[src/rtl/contador_min_hora_if.sv]
// Bundle of the timekeeping counter's tick/button inputs and BCD time outputs.
interface contador_min_hora_if;
   logic       tick_in;
   logic       set_mode;
   logic       inc_min;
   logic       inc_hour;
   logic [3:0] min_u;
   logic [3:0] min_d;
   logic [3:0] hour_u;
   logic [3:0] hour_d;
   logic       pm;
   logic       hour_pulse;
   logic       day_pulse;

   // Driver side: owns the divider wave, mode level and buttons.
   modport master (
      output tick_in, set_mode, inc_min, inc_hour,
      input  min_u, min_d, hour_u, hour_d, pm, hour_pulse, day_pulse
   );

   // Counter side.
   modport slave (
      input  tick_in, set_mode, inc_min, inc_hour,
      output min_u, min_d, hour_u, hour_d, pm, hour_pulse, day_pulse
   );
endinterface

[src/rtl/contador_min_hora.sv]
// Minute/hour BCD timekeeper: counts both edges of the divider wave,
// with a set mode driven by debounced increment buttons.
module contador_min_hora #(
   parameter bit FORMAT_24 = 1'b1
) (
   input logic                clock,
   input logic                reset,
   contador_min_hora_if.slave bus
);

   localparam int unsigned DW = 4;
   localparam logic [DW-1:0] RST_HOUR_D = FORMAT_24 ? DW'(0) : DW'(1);
   localparam logic [DW-1:0] RST_HOUR_U = FORMAT_24 ? DW'(0) : DW'(2);

   logic          s1_q, s1_d, s2_q, s2_d, s3_q, s3_d;
   logic          inc_min_q, inc_min_d, inc_hour_q, inc_hour_d;
   logic [DW-1:0] min_u_q, min_u_d, min_d_q, min_d_d;
   logic [DW-1:0] hour_u_q, hour_u_d, hour_d_q, hour_d_d;
   logic          pm_q, pm_d;
   logic          hour_pulse_q, hour_pulse_d, day_pulse_q, day_pulse_d;

   logic          tick_ev, min_btn_ev, hour_btn_ev;
   logic          min_step, hour_step, min_wrap, day_wrap;

   // Edge detection: every divider transition is a minute, buttons count rising edges only.
   always_comb begin
      tick_ev     = s2_q ^ s3_q;
      min_btn_ev  = bus.inc_min & ~inc_min_q;
      hour_btn_ev = bus.inc_hour & ~inc_hour_q;
   end

   // Next-state: BCD minute/hour stepping, set mode diverts steps to the buttons.
   always_comb begin
      s1_d         = bus.tick_in;
      s2_d         = s1_q;
      s3_d         = s2_q;
      inc_min_d    = bus.inc_min;
      inc_hour_d   = bus.inc_hour;
      min_u_d      = min_u_q;
      min_d_d      = min_d_q;
      hour_u_d     = hour_u_q;
      hour_d_d     = hour_d_q;
      pm_d         = pm_q;
      hour_pulse_d = 1'b0;
      day_pulse_d  = 1'b0;
      min_wrap     = 1'b0;
      day_wrap     = 1'b0;

      min_step = bus.set_mode ? min_btn_ev : tick_ev;

      if (min_step) begin
         if (min_u_q == DW'(9)) begin
            min_u_d = '0;
            if (min_d_q == DW'(5)) begin
               min_d_d  = '0;
               min_wrap = 1'b1;
            end else begin
               min_d_d = DW'(min_d_q + DW'(1));
            end
         end else begin
            min_u_d = DW'(min_u_q + DW'(1));
         end
      end

      // In set mode the minute wrap never carries into the hours.
      hour_step    = bus.set_mode ? hour_btn_ev : min_wrap;
      hour_pulse_d = ~bus.set_mode & min_wrap;

      if (hour_step) begin
         if (FORMAT_24) begin
            if (hour_d_q == DW'(2) && hour_u_q == DW'(3)) begin
               hour_d_d = '0;
               hour_u_d = '0;
               day_wrap = 1'b1;
            end else if (hour_u_q == DW'(9)) begin
               hour_u_d = '0;
               hour_d_d = DW'(hour_d_q + DW'(1));
            end else begin
               hour_u_d = DW'(hour_u_q + DW'(1));
            end
         end else begin
            if (hour_d_q == DW'(1) && hour_u_q == DW'(2)) begin
               hour_d_d = '0;
               hour_u_d = DW'(1);
            end else if (hour_d_q == DW'(1) && hour_u_q == DW'(1)) begin
               hour_u_d = DW'(2);
               pm_d     = ~pm_q;
               day_wrap = pm_q;
            end else if (hour_u_q == DW'(9)) begin
               hour_u_d = '0;
               hour_d_d = DW'(1);
            end else begin
               hour_u_d = DW'(hour_u_q + DW'(1));
            end
         end
      end

      day_pulse_d = ~bus.set_mode & day_wrap;
   end

   // State register; reset preloads the synchronizer and button history with the live inputs.
   always_ff @(posedge clock) begin
      if (reset) begin
         s1_q         <= bus.tick_in;
         s2_q         <= bus.tick_in;
         s3_q         <= bus.tick_in;
         inc_min_q    <= bus.inc_min;
         inc_hour_q   <= bus.inc_hour;
         min_u_q      <= '0;
         min_d_q      <= '0;
         hour_u_q     <= RST_HOUR_U;
         hour_d_q     <= RST_HOUR_D;
         pm_q         <= 1'b0;
         hour_pulse_q <= 1'b0;
         day_pulse_q  <= 1'b0;
      end else begin
         s1_q         <= s1_d;
         s2_q         <= s2_d;
         s3_q         <= s3_d;
         inc_min_q    <= inc_min_d;
         inc_hour_q   <= inc_hour_d;
         min_u_q      <= min_u_d;
         min_d_q      <= min_d_d;
         hour_u_q     <= hour_u_d;
         hour_d_q     <= hour_d_d;
         pm_q         <= pm_d;
         hour_pulse_q <= hour_pulse_d;
         day_pulse_q  <= day_pulse_d;
      end
   end

   assign bus.min_u      = min_u_q;
   assign bus.min_d      = min_d_q;
   assign bus.hour_u     = hour_u_q;
   assign bus.hour_d     = hour_d_q;
   assign bus.pm         = pm_q;
   assign bus.hour_pulse = hour_pulse_q;
   assign bus.day_pulse  = day_pulse_q;

endmodule
[src/flat_wrapper.sv]
// flat-port wrapper written by rule: the top's interface ports become plain ports
module contador_min_hora_flat 
#(
   parameter bit FORMAT_24 = 1'b1
)
  (clock, reset, bus_tick_in, bus_set_mode, bus_inc_min, bus_inc_hour, bus_min_u, bus_min_d, bus_hour_u, bus_hour_d, bus_pm, bus_hour_pulse, bus_day_pulse);
  contador_min_hora_if bus_i ();
  input logic clock;
  input logic reset;
  input wire logic [$bits(bus_i.tick_in)-1:0] bus_tick_in;
  input wire logic [$bits(bus_i.set_mode)-1:0] bus_set_mode;
  input wire logic [$bits(bus_i.inc_min)-1:0] bus_inc_min;
  input wire logic [$bits(bus_i.inc_hour)-1:0] bus_inc_hour;
  output wire logic [$bits(bus_i.min_u)-1:0] bus_min_u;
  output wire logic [$bits(bus_i.min_d)-1:0] bus_min_d;
  output wire logic [$bits(bus_i.hour_u)-1:0] bus_hour_u;
  output wire logic [$bits(bus_i.hour_d)-1:0] bus_hour_d;
  output wire logic [$bits(bus_i.pm)-1:0] bus_pm;
  output wire logic [$bits(bus_i.hour_pulse)-1:0] bus_hour_pulse;
  output wire logic [$bits(bus_i.day_pulse)-1:0] bus_day_pulse;
  assign bus_i.tick_in = bus_tick_in;
  assign bus_i.set_mode = bus_set_mode;
  assign bus_i.inc_min = bus_inc_min;
  assign bus_i.inc_hour = bus_inc_hour;
  assign bus_min_u = bus_i.min_u;
  assign bus_min_d = bus_i.min_d;
  assign bus_hour_u = bus_i.hour_u;
  assign bus_hour_d = bus_i.hour_d;
  assign bus_pm = bus_i.pm;
  assign bus_hour_pulse = bus_i.hour_pulse;
  assign bus_day_pulse = bus_i.day_pulse;
  contador_min_hora #(.FORMAT_24(FORMAT_24)) u_core (.clock(clock), .reset(reset), .bus(bus_i));
endmodule
[config.mk]
export PLATFORM = sky130hd
export DESIGN_NAME = contador_min_hora_flat
export DESIGN_NICKNAME = d
export VERILOG_FILES = /design/src/rtl/contador_min_hora_if.sv /design/src/rtl/contador_min_hora.sv /design/src/flat_wrapper.sv
export SDC_FILE = /design/constraint.sdc
export NUM_CORES = 1
export LEC_CHECK = 0
export BUFFER_PORTS_ARGS = -buffer_cell sky130_fd_sc_hd__buf_4
export CAP_MARGIN = 40
export CORE_ASPECT_RATIO = 0.9
export CORE_MARGIN = 1.5
export CORE_UTILIZATION = 47
export CTS_CLUSTER_DIAMETER = 40
export DETAILED_ROUTE_END_ITERATION = 7
export PLACE_DENSITY = 0.73
export SLEW_MARGIN = 15
export SYNTH_ARGS = -nofsm -noshare
export SYNTH_HDL_FRONTEND = slang
export SYNTH_SLANG_ARGS = --single-unit
export TNS_END_PERCENT = 20
[constraint.sdc]
create_clock -name clock -period 1.81 [get_ports clock]
set_clock_uncertainty 0.2 [all_clocks]
set_input_delay 0 -clock clock [delete_from_list [all_inputs] [get_ports clock]]
set_output_delay 0 -clock clock [all_outputs]
set_load 0.03 [all_outputs]
# Word level (Yosys, flattened, before mapping)
# Index checks and enable logic that the tools add are counted.
dict set report op_classes {
  addsub 4
  mul 0
  n_div 0
  n_lt_le_gt_ge 0
  n_eq_ne 5
  shift 0
  mux 15
  bitwise 8
  reduce_logical 4
}
# op n
set ops {}
lappend ops {{two-way mux 4 bit} 6}
lappend ops {{adder 4 x 1 -> 4 bit (second input constant)} 4}
lappend ops {{two-way mux 1 bit} 9}
lappend ops {{equality test 4 x 2 -> 1 bit (second input constant)} 2}
lappend ops {{equality test 4 bit (second input constant)} 2}
lappend ops {{bitwise AND 1 bit} 4}
lappend ops {{equality test 4 x 3 -> 1 bit (second input constant)} 1}
lappend ops {{AND reduction 2 bit} 2}
lappend ops {{NOT 1 bit} 3}
lappend ops {{nonzero test 2 bit} 1}
lappend ops {{logical AND 1 bit} 1}
lappend ops {{bitwise XOR 1 bit} 1}
dict set report totals {
  register_bits 23
  latchBits 0
  mem_bits_rw 0
  rom_bits 0
  inputBits 6
  memories 0
}

# Logic depth before layout (Yosys ltp)
dict set report depth {
  word_depth 7
  ltp_mapped 6
  mapped_depth_nobuf 6
}

# Least setup slack after synthesis
# No wires, ideal clock.
dict set report synth_timing {
  kind {register -> register}
  from {reg u_core.min_u_q[0], in the netlist u_core.bus.min_u[0]}
  to {reg u_core.hour_d_q[3], in the netlist u_core.bus.hour_d[3]}
  arrival_ps 1630
  setup_slack_ps -141
  path_stages_with_launch 6
  period_less_slack_ps 1951
  path_cell_list {dfxtp_1 > buf_2 > and2_1 > nand4_1 > a21oi_1 > mux2_2}
}
dict set report synth_between {
  elab_chain_cells 5
}
# element line_no
set synth_rtl {}
lappend synth_rtl {{start: declaration} contador_min_hora.sv:17} ;# logic [DW-1:0] min_u_q, min_u_d, min_d_q, min_d_d;
lappend synth_rtl {{start signal: assignment} contador_min_hora.sv:122} ;# min_u_q <= min_u_d;
lappend synth_rtl {{equality test 4 bit} contador_min_hora.sv:52} ;# if (min_u_q == DW'(9)) begin
lappend synth_rtl {{two-way mux 1 bit} contador_min_hora.sv:52}
lappend synth_rtl {{two-way mux 1 bit} contador_min_hora.sv:51} ;# if (min_step) begin
lappend synth_rtl {{two-way mux 1 bit} contador_min_hora.sv:66} ;# hour_step = bus.set_mode ? hour_btn_ev : min_wrap;
lappend synth_rtl {{AND reduction 2 bit (no line)} -}
lappend synth_rtl {{end signal: assignment} contador_min_hora.sv:125} ;# hour_d_q <= hour_d_d;
lappend synth_rtl {{end: declaration} contador_min_hora.sv:18} ;# logic [DW-1:0] hour_u_q, hour_u_d, hour_d_q, hour_d_d;
# No other way between the ends.
# A chain may end at the register's enable or synchronous reset.

# Worst setup path in the final report
dict set report layout_timing {
  from {in bus_set_mode}
  to {reg u_core.hour_u_q[1], in the netlist u_core.bus.hour_u[1]}
}
dict set report layout_between {
  elab_chain_cells 3
}
# element line_no
set layout_rtl {}
lappend layout_rtl {{start: declaration} flat_wrapper.sv:11} ;# input wire logic [$bits(bus_i.set_mode)-1:0] bus_set_mode;
lappend layout_rtl {{two-way mux 1 bit} contador_min_hora.sv:49} ;# min_step = bus.set_mode ? min_btn_ev : tick_ev;
lappend layout_rtl {{two-way mux 1 bit} contador_min_hora.sv:51}
lappend layout_rtl {{two-way mux 1 bit (*)} contador_min_hora.sv:66}
lappend layout_rtl {{end signal: assignment} contador_min_hora.sv:124} ;# hour_u_q <= hour_u_d;
lappend layout_rtl {{end: declaration} contador_min_hora.sv:18}
# Every way passes the cells marked *; elsewhere a longest branch is shown, timed or not.

==> impl_metrics.ini <==
[outcome]
status = finished clean

[drt]
drtIter0Drc = 28
ant_nets = 0
wl_per_cell_um = 13.51
num_vias = 1106
first_pass_iters = 4
drc = 0
wl_mm = 2.635
detail_route.vias_per_cell = 5.672

[placed_design]
gp_congestion = 0.7915
dp_hpwl_mm = 1.895
dpl-instance-area_sq_mm = 0.001415
placedCellCount = 183
port_buffers = 23

[setup_path]
worstSetupPathDepth = 7
r2r-end = u_core.bus.min_d[1]
r2r_start = u_core.bus.min_u[3]
cp_top_family = buffers and inverters
cp_data_arrival_time_ps = 1810
critical_path_class = in2reg
cp_slowest_cell = dlygate4sd3_1
reg2reg_depth = 5
worstPathRequired_ps = 1860
startpoint_type = input port
cp_cell_sequence = dlygate4sd3_1, buf_4, nor4b_4, nand4_1, buf_4, a211o_1, a21oi_1
crit_path_max_incr_delay_ps = 540
cp_max_fo = 6
cpMostUsedCell = buf_4
r2r_setup_slack_ps = 60
end_kind = flop
critPathBufInv = 3

[power]
p_per_area_mw_per_mm2 = 592.4
p_leak_nw = 0.6572
peakVddDrop_v = 0.0005338

[cts]
clk_pin_slew_ps = 130
clockBufferDepth = 2
numCtsBuffers = 3
numClockSinks = 23
clk_latency_ps = 320
cts_tree = yes
cts_root_buf = clkbuf_4
htreeDepth = 1

[global_routing]
grt_max_degree = 24
grt_pass1_wl_mm = 4.588
first_global_vias = 1069
gr-total-overflow = 0
antenna_found_initial = 0
grt_util_all_layers_pct = 22.41

[min_path]
hold_start = bus_inc_hour
hp-class = in2reg
holdPathEnd = u_core.inc_hour_q
hold_depth = 2

[logic_synthesis]
yosys.area_share.adder_pct = 4.367
async_flop_share_pct = 0
syn-instance-count = 127
synth.most_common_cell = dfxtp_1
synth.avg_cell_area_sq_um = 9.024
ys_top_cells_by_count = 23 x dfxtp_1, 9 x a21oi_1, 8 x nand2_1
muxShareOfSynthArea_pct = 4.585
yosys-top-cells-area = dfxtp_1 40%, ha_1 4.4%, a21oi_1 3.9%, o21ai_0 3.1%, nor2b_1 2.7%
syn_nets = 137
synth-xor-area-share_pct = 2.293
ys_warn_count = 0
yosys_most_used_dff = dfxtp_1
ys_seq_area_share_pct = 40.17
synth_edf_count = 0
synth_top_area_share_pct = 40.17
yosysTopAreaCell = dfxtp_1
synthDistinctLibCells = 45
synth_seq_cells = 23
synth_compound_area_share_pct = 17.36
syn_area_sq_mm = 0.001146
synth-simple-area-share_pct = 26.86
synth_top_family_by_area = simple AND/OR/NAND/NOR gates

[die]
ioPinCount = 25
die_w_um = 55.05
rows = 16
dieHeight_um = 49.85
core_sq_mm = 0.002242
dieArea_sq_mm = 0.002744
start_util_pct = 51.12

[cells_and_area]
fin_area_sq_mm = 0.001540
drive_above_1_share_pct = 33.93
fin_nets = 179
num_antenna_cells = 0
syn_to_final_growth_pct = 34.39
finalNonFillerCells = 195

[timing]
slew_viol_final = 0
clock.fmax_ghz = 0.5692
finalHoldViolations = 0
setup_viol = 0
period_needed_ps = 1757
post-route-period-util_pct = 97.06
rsz0062_at_grt = true

[run]
cap_violations = 0
[final cells by class]
class | count | area (sq um)
Multi-Input combinational cell | 93 | 665.6
Tap cell | 27 | 33.78
Clock buffer | 4 | 26.28
Sequential cell | 23 | 467.9
Inverter | 7 | 26.28
Timing Repair Buffer | 41 | 320.3
Fill cell | 195 | 701.9
[repair_timing]
action | 4_1_cts | 5_1_grt
endpoints found under the hold margin | 20 | 0
gates resized for setup | 0 | 5
setup buffers | 0 | 3
endpoints found under the setup margin | 0 | 7
hold buffers | 5 | 0
[worst register-to-register path, delay by kind of cell, from the launching register on]
| kind | cells | cell delay, ps |
|---|---|---|
| compound gates | 1 | 160 |
| simple gates | 3 | 810 |
| flops | 1 | 380 |
| buf+inv | 1 | 150 |
[registers in the layout (all words and copies together), names as in the netlist]
name                   flops
u_core.bus.min_d           4
u_core.bus.hour_pulse      1
u_core.s3_q                1
u_core.bus.day_pulse       1
u_core.inc_hour_q          1
u_core.bus.min_u           4
u_core.bus.hour_d          4
u_core.inc_min_q           1
u_core.bus.hour_u          4
u_core.s2_q                1
u_core.s1_q                1
[how the worst max path moves through the flow]
stage                                     from              endpoint  slack [ps]
final                             bus_set_mode  u_core.bus.hour_u[1]          50
after global routing       u_core.bus.min_d[3]  u_core.bus.hour_u[1]         -20
after CTS                         bus_set_mode  u_core.bus.hour_u[1]          30
after detailed placement  u_core.bus.hour_d[2]  u_core.bus.hour_d[0]          80
after global placement     u_core.bus.min_d[3]  u_core.bus.hour_d[3]         130
after floorplan            u_core.bus.min_d[1]  u_core.bus.hour_d[3]         -10
[placed cells by master, fill, tap and decap left out, types with 2 or more instances in the layout]
cell / Yosys / final
a21oi_1: 9 / 7
a21oi_2: 0 / 2
a31o_2: 2 / 2
a32o_1: 2 / 2
and2_1: 2 / 2
and3b_1: 2 / 2
buf_4: 1 / 36
clkbuf_4: 0 / 3
dfxtp_1: 23 / 17
dfxtp_2: 0 / 6
dlygate4sd3_1: 0 / 5
ha_1: 4 / 4
inv_1: 7 / 7
mux2i_1: 3 / 3
nand2_1: 8 / 8
nand3_1: 6 / 6
nand3b_1: 2 / 2
nand4_1: 3 / 3
nor2_1: 6 / 6
nor2b_1: 5 / 5
nor3_1: 2 / 2
o21ai_0: 7 / 7
or3_1: 3 / 3
or4_1: 2 / 2
xnor2_1: 2 / 2
[power breakdown]
part | total, mW | leakage (nW) | internal, mW | switching [mW]
Combinational | 0.136 | 0.452 | 0.0550 | 0.0810
Sequential | 0.531 | 0.190 | 0.522 | 0.00920
Clock | 0.245 | 0.0150 | 0.0862 | 0.159
[cells by family (layout without fill, tap and decap cells)]
family	Yosys count	after routing
AO/OA/AOI/OAI	30	30
multiplexers	5	5
buffers and inverters	11	52
XOR/XNOR	3	3
adder cells (fa/ha/maj)	4	4
AND/OR/NAND/NOR	50	50
other	1	1
flip-flops	23	23
[stage by stage]
step	hold WS [ps]	utilization [%]	total power [mW]	setup TNS [ps]	setup WS, ps
after floorplan	-172.3	-	0.6252	-13.67	-13.67
after global routing	132.9	68.69	0.9640	-78.02	-24.71
final	138.6	68.69	0.9124	0	53.23
after global placement	-87.48	63.11	0.6644	0	128.9
after detailed placement	-82.58	63.11	0.6668	0	80.67
after CTS	130.7	66.52	0.9186	0	26.42
[per-layer routing]
| metal | wire length [um] | up-vias | GRT usage, % | share of wire, % |
|---|---|---|---|---|
| li1 | - | 544 | - | - |
| met1 | 1225 | 526 | 29.49 | 46 |
| met2 | 1259 | 29 | 35.91 | 48 |
| met3 | 114 | 7 | 6.364 | 4.3 |
| met4 | 35 | 0 | 4.878 | 1.3 |
| met5 | 0 | - | 0 | 0 |
No activity file was read; power rests on OpenSTA's default activity.
